<file path="config.mk">
export PLATFORM = sky130hd
export DESIGN_NAME = fsd1_telemetry_decoder_flat
export DESIGN_NICKNAME = d
export VERILOG_FILES = /design/src/rtl/fsd1_telemetry_decoder_if.sv /design/src/rtl/fsd1_telemetry_decoder.sv /design/src/flat_wrapper.sv
export SDC_FILE = /design/constraint.sdc
export NUM_CORES = 1
export LEC_CHECK = 0
export BUFFER_PORTS_ARGS = -buffer_cell sky130_fd_sc_hd__buf_2
export CAP_MARGIN = 20
export CORE_MARGIN = 8
export CORE_UTILIZATION = 55
export CTS_BUF_LIST = sky130_fd_sc_hd__clkbuf_4 sky130_fd_sc_hd__clkbuf_8
export DETAILED_ROUTE_END_ITERATION = 10
export PLACE_DENSITY = 0.8
export SLEW_MARGIN = 5
export SYNTH_ARGS = -nofsm -noshare
export SYNTH_HDL_FRONTEND = slang
export SYNTH_SLANG_ARGS = --single-unit
export TNS_END_PERCENT = 1
</file>
<file path="constraint.sdc">
create_clock -name clk24M -period 4.3 [get_ports clk24M]
set_input_delay 0.645 -clock clk24M [delete_from_list [all_inputs] [get_ports clk24M]]
set_output_delay 0.645 -clock clk24M [all_outputs]
set_load 0.005 [all_outputs]
</file>
<file path="src/rtl/fsd1_telemetry_decoder_if.sv">
// rtl/fsd1_telemetry_decoder_if.sv - RX8 byte handshake into the telemetry decoder
interface fsd1_telemetry_decoder_if;
  logic [7:0] rx_data;
  logic       rx_ready;

  modport master (output rx_data, output rx_ready);
  modport slave  (input  rx_data, input  rx_ready);
endinterface

</file>
<file path="src/rtl/fsd1_telemetry_decoder.sv">
// rtl/fsd1_telemetry_decoder.sv - parses FSd1 ASCII measurement lines into binary counters
module fsd1_telemetry_decoder #(
  parameter int RAW_DIGITS  = 4,
  parameter int SIG_DIGITS  = 6,
  parameter int TIMEOUT_CYC = 24000,
  parameter int ERRCNT_W    = 8
) (
  input  logic                    clk24M,
  input  logic                    rst_n,
  fsd1_telemetry_decoder_if.slave rx,
  output logic [4*RAW_DIGITS-1:0] raw0,
  output logic [4*RAW_DIGITS-1:0] raw1,
  output logic [4*RAW_DIGITS-1:0] raw2,
  output logic [4*SIG_DIGITS-1:0] sig0,
  output logic [4*SIG_DIGITS-1:0] sig1,
  output logic [4*SIG_DIGITS-1:0] sig2,
  output logic                    frame_valid,
  output logic                    frame_err,
  output logic                    synced,
  output logic [ERRCNT_W-1:0]     err_count
);

  localparam int RAW_W = 4 * RAW_DIGITS;
  localparam int SIG_W = 4 * SIG_DIGITS;
  localparam int MAXD  = (RAW_DIGITS > SIG_DIGITS) ? RAW_DIGITS : SIG_DIGITS;
  localparam int ACC_W = 4 * MAXD;
  localparam int CW    = $clog2(MAXD + 1);
  localparam int TW    = $clog2(TIMEOUT_CYC + 1);

  localparam logic [7:0] CH_LF    = 8'h0A;
  localparam logic [7:0] CH_CR    = 8'h0D;
  localparam logic [7:0] CH_COMMA = 8'h2C;

  typedef enum logic [1:0] {S_SYNC, S_FIELD, S_EXPECT_LF} state_t;

  state_t             state, next_state;
  logic               ready_p;
  logic               ev;
  logic               is_digit;
  logic [3:0]         nibble;
  logic [ACC_W-1:0]   acc;
  logic [CW-1:0]      cnt;
  logic [CW-1:0]      exp_cnt;
  logic [2:0]         field;
  logic [RAW_W-1:0]   sh_raw [3];
  logic [SIG_W-1:0]   sh_sig [3];
  logic [TW-1:0]      tmr;
  logic               running;
  logic               timeout;
  logic               do_shift, do_store, do_commit, do_clear, do_err;

  assign ev      = rx.rx_ready & ~ready_p;
  assign exp_cnt = (field < 3'd3) ? CW'(RAW_DIGITS) : CW'(SIG_DIGITS);
  assign synced  = (state == S_FIELD) || (state == S_EXPECT_LF);
  // Idle gap between lines (FIELD with nothing received yet) is not timed.
  assign running = (state == S_EXPECT_LF) ||
                   ((state == S_FIELD) && !((field == 3'd0) && (cnt == '0)));
  assign timeout = running && !ev && (tmr == TW'(TIMEOUT_CYC - 1));

  // Hex digit decode of the incoming byte, both letter cases.
  always_comb begin
    is_digit = 1'b0;
    nibble   = 4'd0;
    if (rx.rx_data >= 8'h30 && rx.rx_data <= 8'h39) begin
      is_digit = 1'b1;
      nibble   = rx.rx_data[3:0];
    end else if ((rx.rx_data >= 8'h41 && rx.rx_data <= 8'h46) ||
                 (rx.rx_data >= 8'h61 && rx.rx_data <= 8'h66)) begin
      is_digit = 1'b1;
      nibble   = rx.rx_data[3:0] + 4'd9;
    end
  end

  // Line parser next-state and datapath controls; a byte event always beats a timeout.
  always_comb begin
    next_state = state;
    do_shift   = 1'b0;
    do_store   = 1'b0;
    do_commit  = 1'b0;
    do_clear   = 1'b0;
    do_err     = 1'b0;
    case (state)
      S_SYNC: begin
        if (ev && rx.rx_data == CH_LF) begin
          do_clear   = 1'b1;
          next_state = S_FIELD;
        end
      end
      S_FIELD: begin
        if (ev) begin
          if (is_digit && cnt < exp_cnt) begin
            do_shift = 1'b1;
          end else if (rx.rx_data == CH_COMMA && field < 3'd5 && cnt == exp_cnt) begin
            do_store = 1'b1;
          end else if (rx.rx_data == CH_CR && field == 3'd5 && cnt == exp_cnt) begin
            do_store   = 1'b1;
            next_state = S_EXPECT_LF;
          end else if (rx.rx_data == CH_LF) begin
            do_err     = 1'b1;
            do_clear   = 1'b1;
            next_state = S_FIELD;
          end else begin
            do_err     = 1'b1;
            next_state = S_SYNC;
          end
        end else if (timeout) begin
          do_err     = 1'b1;
          next_state = S_SYNC;
        end
      end
      S_EXPECT_LF: begin
        if (ev) begin
          if (rx.rx_data == CH_LF) begin
            do_commit  = 1'b1;
            do_clear   = 1'b1;
            next_state = S_FIELD;
          end else begin
            do_err     = 1'b1;
            next_state = S_SYNC;
          end
        end else if (timeout) begin
          do_err     = 1'b1;
          next_state = S_SYNC;
        end
      end
      default: next_state = S_SYNC;
    endcase
  end

  // Parser state register.
  always_ff @(posedge clk24M or negedge rst_n) begin
    if (!rst_n) state <= S_SYNC;
    else        state <= next_state;
  end

  // Byte strobe, working accumulator, shadows, timeout and committed outputs.
  always_ff @(posedge clk24M or negedge rst_n) begin
    if (!rst_n) begin
      ready_p     <= 1'b0;
      acc         <= '0;
      cnt         <= '0;
      field       <= '0;
      tmr         <= '0;
      frame_valid <= 1'b0;
      frame_err   <= 1'b0;
      err_count   <= '0;
      raw0 <= '0; raw1 <= '0; raw2 <= '0;
      sig0 <= '0; sig1 <= '0; sig2 <= '0;
      for (int i = 0; i < 3; i++) begin
        sh_raw[i] <= '0;
        sh_sig[i] <= '0;
      end
    end else begin
      ready_p     <= rx.rx_ready;
      frame_valid <= do_commit;
      frame_err   <= do_err;
      if (do_err && err_count != '1) err_count <= err_count + 1'b1;
      if (ev || !running) tmr <= '0;
      else                tmr <= tmr + 1'b1;
      if (do_clear) begin
        acc   <= '0;
        cnt   <= '0;
        field <= '0;
      end else if (do_shift) begin
        acc <= {acc[ACC_W-5:0], nibble};
        cnt <= cnt + 1'b1;
      end else if (do_store) begin
        for (int i = 0; i < 3; i++) begin
          if (field == 3'(i))     sh_raw[i] <= acc[RAW_W-1:0];
          if (field == 3'(i + 3)) sh_sig[i] <= acc[SIG_W-1:0];
        end
        field <= field + 1'b1;
        acc   <= '0;
        cnt   <= '0;
      end
      if (do_commit) begin
        raw0 <= sh_raw[0]; raw1 <= sh_raw[1]; raw2 <= sh_raw[2];
        sig0 <= sh_sig[0]; sig1 <= sh_sig[1]; sig2 <= sh_sig[2];
      end
    end
  end

endmodule

</file>
<file path="src/flat_wrapper.sv">
// flat-port wrapper written by rule: the top's interface ports become plain ports
module fsd1_telemetry_decoder_flat 
#(
  parameter int RAW_DIGITS  = 4,
  parameter int SIG_DIGITS  = 6,
  parameter int TIMEOUT_CYC = 24000,
  parameter int ERRCNT_W    = 8
)
  (clk24M, rst_n, raw0, raw1, raw2, sig0, sig1, sig2, frame_valid, frame_err, synced, err_count, rx_rx_data, rx_rx_ready);
  fsd1_telemetry_decoder_if rx_i ();
  input  logic clk24M;
  input  logic rst_n;
  output logic [4*RAW_DIGITS-1:0] raw0;
  output logic [4*RAW_DIGITS-1:0] raw1;
  output logic [4*RAW_DIGITS-1:0] raw2;
  output logic [4*SIG_DIGITS-1:0] sig0;
  output logic [4*SIG_DIGITS-1:0] sig1;
  output logic [4*SIG_DIGITS-1:0] sig2;
  output logic frame_valid;
  output logic frame_err;
  output logic synced;
  output logic [ERRCNT_W-1:0] err_count;
  input wire logic [$bits(rx_i.rx_data)-1:0] rx_rx_data;
  input wire logic [$bits(rx_i.rx_ready)-1:0] rx_rx_ready;
  assign rx_i.rx_data = rx_rx_data;
  assign rx_i.rx_ready = rx_rx_ready;
  fsd1_telemetry_decoder #(.RAW_DIGITS(RAW_DIGITS), .SIG_DIGITS(SIG_DIGITS), .TIMEOUT_CYC(TIMEOUT_CYC), .ERRCNT_W(ERRCNT_W)) u_core (.clk24M(clk24M), .rst_n(rst_n), .rx(rx_i), .raw0(raw0), .raw1(raw1), .raw2(raw2), .sig0(sig0), .sig1(sig1), .sig2(sig2), .frame_valid(frame_valid), .frame_err(frame_err), .synced(synced), .err_count(err_count));
endmodule
</file>
==> impl_metrics.prom <==
# TYPE chip_impl_metric gauge
chip_impl_metric{name="setup_violations",unit=""} 0
chip_impl_metric{name="ctsHtreeMaxLevel",unit=""} 2
chip_impl_metric{name="via_per_inst",unit=""} 5.56
chip_impl_metric{name="syn2layout_area_growth",unit="%"} 16.8
chip_impl_metric{name="post_synthesis_mean_instance_area",unit="sq um"} 15.0
chip_impl_info{name="yosys_most_used_dff",value="sky130_fd_sc_hd__dfrtp_1"} 1
chip_impl_metric{name="drtAntennaViolNets",unit=""} 0
chip_impl_metric{name="drt_first_pass_iters",unit=""} 5
chip_impl_metric{name="wire_length_of_the_first_global_routing_pass",unit="mm"} 40.8
chip_impl_metric{name="detail_route.drc_violations",unit=""} 0
chip_impl_metric{name="max_cap_viol_count",unit=""} 0
chip_impl_metric{name="synth_edf_count",unit=""} 0
chip_impl_metric{name="cts.path.max_buffers",unit=""} 3
chip_impl_metric{name="ctsHoldBuffers",unit=""} 0
chip_impl_metric{name="p_comb_share",unit="%"} 1.9
chip_impl_metric{name="yosysUniqueCellTypes",unit=""} 52
chip_impl_info{name="series_of_cell_instances_along_the_critical_path",value="a21o_1 > ha_1 > nand2_1 > nor4_4 > a21boi_4 > and2b_1 > and2_1 > mux2_2"} 1
chip_impl_metric{name="design_power_total",unit="mW"} 5.32
chip_impl_metric{name="synth_nets",unit=""} 816
chip_impl_metric{name="layout.nets",unit=""} 983
chip_impl_metric{name="start_util",unit="%"} 56.1
chip_impl_info{name="yosysTopAreaCell",value="sky130_fd_sc_hd__dfrtp_1"} 1
chip_impl_info{name="global_route.peak_usage_layer",value="met2"} 1
chip_impl_metric{name="vias",unit=""} 7017
chip_impl_metric{name="fp-row-count",unit=""} 53
chip_impl_metric{name="dr.first_iter.drc_count",unit=""} 397
chip_impl_metric{name="pwr_density_cell",unit="mW/mm^2"} 385
chip_impl_metric{name="power.switching_fraction",unit="%"} 20.8
chip_impl_metric{name="fillerInstances",unit=""} 1527
chip_impl_metric{name="yosys_register_bits",unit=""} 298
chip_impl_metric{name="grtUsageMet2",unit="%"} 31.5
chip_impl_metric{name="detail_route.wl_per_cell",unit="microns"} 19.6
chip_impl_metric{name="critPathMaxFanout",unit=""} 16
chip_impl_metric{name="place_area",unit="sq mm"} 0.0128
chip_impl_info{name="cpMaxStageDelayCell",value="sky130_fd_sc_hd__and2_1"} 1
chip_impl_metric{name="grt_max_degree",unit=""} 141
chip_impl_metric{name="total_cts_buffers",unit=""} 46
chip_impl_metric{name="clk_pin_slew_worst_paths",unit="ns"} 0.06
chip_impl_metric{name="buffer_ports.inserted",unit=""} 141
chip_impl_metric{name="portion_of_the_post_synthesis_area_used_by_sequential_elements",unit="%"} 63.1
chip_impl_info{name="min-delay-path-class",value="in2async"} 1
chip_impl_metric{name="required",unit="ns"} 4.71
chip_impl_metric{name="asyncSetResetFlopFracSynth",unit="%"} 100
chip_impl_metric{name="number_of_warnings_reported_in_the_yosys_synthesis_log",unit=""} 0
chip_impl_metric{name="final_period_minus_worst_setup_slack",unit="ns"} 3.17
chip_impl_metric{name="grt_pass1_vias",unit=""} 7536
chip_impl_metric{name="timing.clock.skew",unit="ns"} 0.0196
chip_impl_metric{name="post-route-cell-area",unit="sq mm"} 0.0138
chip_impl_metric{name="post_route_clock_period_utilization",unit="%"} 73.6
chip_impl_metric{name="post_cts_resize_count",unit=""} 0
chip_impl_metric{name="core",unit="sq mm"} 0.0211
chip_impl_metric{name="layout.core_utilization",unit="%"} 65.5
chip_impl_info{name="cp-start-kind",value="flip-flop"} 1
chip_impl_metric{name="aggregate_global_route_resource_usage",unit="%"} 19.2
chip_impl_metric{name="clkLatencyLatePin",unit="ns"} 0.54
chip_impl_info{name="synth.top_cells.by_count",value="sky130_fd_sc_hd__dfrtp_1, sky130_fd_sc_hd__mux2_2, sky130_fd_sc_hd__mux2_1, sky130_fd_sc_hd__nor2_1, sky130_fd_sc_hd__a22o_1"} 1
chip_impl_metric{name="finalHoldViolations",unit=""} 0
chip_impl_info{name="endpoint_kind",value="flip-flop"} 1
chip_impl_info{name="clockRootBuffer",value="sky130_fd_sc_hd__clkbuf_8"} 1
chip_impl_metric{name="overflow",unit=""} 0
chip_impl_metric{name="worst_path_largest_cell_delay",unit="ns"} 0.67
chip_impl_metric{name="maxSlewHeadroom",unit="%"} 30.5
chip_impl_metric{name="drive_gt1_share",unit="%"} 45.9
chip_impl_metric{name="postCtsSetupBuffers",unit=""} 0
chip_impl_metric{name="mappedNetlistArea",unit="sq mm"} 0.0118
chip_impl_metric{name="design.die.area",unit="sq mm"} 0.0264
chip_impl_metric{name="fin_hold_ws",unit="ns"} 0.256
chip_impl_metric{name="report.final.slew_viol_count",unit=""} 0
chip_impl_info{name="clock_tree_from_tritoncts",value="built"} 1
chip_impl_info{name="synth_top_cells_by_area",value="sky130_fd_sc_hd__dfrtp_1, sky130_fd_sc_hd__mux2_2, sky130_fd_sc_hd__mux2_1"} 1
chip_impl_info{name="cell_family_with_most_cp_delay",value="simple AND/OR/NAND/NOR gates"} 1
chip_impl_metric{name="max_clock_freq",unit="MHz"} 316
chip_impl_metric{name="timing.critical_path.buf_inv",unit=""} 0
chip_impl_metric{name="critical_path_arrival",unit="ns"} 3.57
chip_impl_metric{name="timing.setup.tns",unit="ns"} 0
chip_impl_metric{name="global_route.usage.met1",unit="%"} 25.2
chip_impl_metric{name="synthDominantCellAreaShare",unit="%"} 63.1
chip_impl_metric{name="grt_use_met3",unit="%"} 4.85
chip_impl_metric{name="post_synth_inst_count",unit=""} 787
chip_impl_metric{name="switching_power_total",unit="mW"} 1.10
chip_impl_metric{name="worst_ir_drop_on_vdd",unit="mV"} 0.192
chip_impl_metric{name="post-dp-hpwl",unit="mm"} 16.4
chip_impl_info{name="outcome",value="finished, final reports clean"} 1
chip_impl_metric{name="cell_internal_power",unit="mW"} 4.22
chip_impl_metric{name="cellLeakagePower",unit="nW"} 7.55
chip_impl_metric{name="io_pins",unit=""} 142
chip_impl_metric{name="routabilityCongestion",unit=""} 0.885
chip_impl_metric{name="wirelength",unit="mm"} 24.7
chip_impl_metric{name="grt_antenna_before_repair",unit=""} 0
chip_impl_metric{name="n_antenna_cell",unit=""} 0
chip_impl_info{name="grt_setup_unrepaired",value="false"} 1
chip_impl_metric{name="power_frac_clock",unit="%"} 45.3
chip_impl_metric{name="fp.dieH",unit="microns"} 163
chip_impl_info{name="post-synth-top-count-cell",value="sky130_fd_sc_hd__dfrtp_1"} 1
chip_impl_metric{name="number_of_sinks_on_the_clock_net",unit=""} 298
chip_impl_metric{name="worst_slew_pin_slew",unit="ns"} 1.04
chip_impl_metric{name="seqPwrFrac",unit="%"} 52.9
chip_impl_info{name="criticalPathCategory",value="reg2reg"} 1
chip_impl_metric{name="die_x",unit="microns"} 163
[kinds of logic (layout without fill, tap and decap cells)]
logic type,Yosys count,after routing,share of synthesized area (%)
xor gates and xnor gates,20,20,1.48
DFF,298,298,63.1
buffers and inverters,44,243,1.79
muxes,244,244,23.2
AOI/OAI and AO/OA,55,55,3.68
and+or+nand+nor,108,108,4.86
adders and majority gates,18,18,1.90
[flip-flops by register name, indices dropped and copies added (netlist names), 8 cells and up]
name	count
u_core.sh_sig	72
u_core.sh_raw	48
u_core.acc	24
u_core.sig0	24
u_core.sig1	24
u_core.sig2	24
u_core.raw0	16
u_core.raw1	16
u_core.raw2	16
u_core.tmr	15
u_core.err_count	8
[worst paths after layout]
check / from / end / slack (ns) / depth (start not counted)
max in group asynchronous: rst_n / u_core.sh_raw[33] / 3.00 / 2
worst max-delay path: u_core.field[2] / u_core.sh_raw[19] / 1.13 / 8
worst min register to register: u_core.sh_raw[23] / u_core.sh_raw[23] / 0.49 / 1
worst min-delay path: rst_n / u_core.sh_sig[12] / 0.26 / 1
min in group clk24M: rx_rx_ready / u_core.ready_p / 0.27 / 1
worst max register to register: u_core.field[2] / u_core.sh_raw[19] / 1.13 / 8
[layout by cell type, fill, tap and decap left out, drive strengths merged, types with 2 or more instances in the layout]
master / count
inv: 12
nand3: 13
nor2: 30
a21boi: 2
and3: 8
a21o: 5
mux2: 243
ha: 18
xor2: 7
or3b: 2
nor2b: 5
buf: 151
xnor2: 13
or2: 2
nand4: 6
dfrtp: 298
nor3: 6
clkinv: 4
nor4: 2
nand2: 20
clkbuf: 74
and2: 4
a21oi: 5
a22o: 25
o211ai: 5
o21ai: 7
[layout make-up]
| cell class | count | area [sq um] | area share, % |
|---|---|---|---|
| repair buffers | 151 | 828 | 6.00 |
| clock inverters | 6 | 57.6 | 0.417 |
| clock buffers | 74 | 906 | 6.56 |
| multi-input cells | 445 | 4170 | 30.2 |
| inverters | 12 | 45.0 | 0.326 |
| well taps | 275 | 344 | 2.49 |
| flip-flops and latches | 298 | 7460 | 54.0 |
[power groups by stage]
stage          clock, mW  combinational (mW)  sequential (mW)
2_1_floorplan          0              0.0244             2.86
3_3_place_gp           0               0.101             2.86
3_5_place_dp           0               0.102             2.86
4_1_cts             2.48               0.103             2.81
5_1_grt             2.61               0.116             2.81
6_report            2.41              0.0991             2.81
[metrics by stage]
step           setup slack, ns  instances
2_1_floorplan             1.72        787
3_3_place_gp              1.05       1181
3_5_place_dp             0.990       1181
4_1_cts                   1.15       1261
5_1_grt                  0.882       1261
6_report                  1.13       1261
[routing by layer]
| metal | vias up | wire (microns) |
|---|---|---|
| met5 | - | 0 |
| met3 | 32 | 1640 |
| li1 | 3147 | - |
| met1 | 3644 | 10800 |
| met2 | 194 | 12000 |
| met4 | 0 | 350 |
No activity file was read; power rests on OpenSTA's default activity.
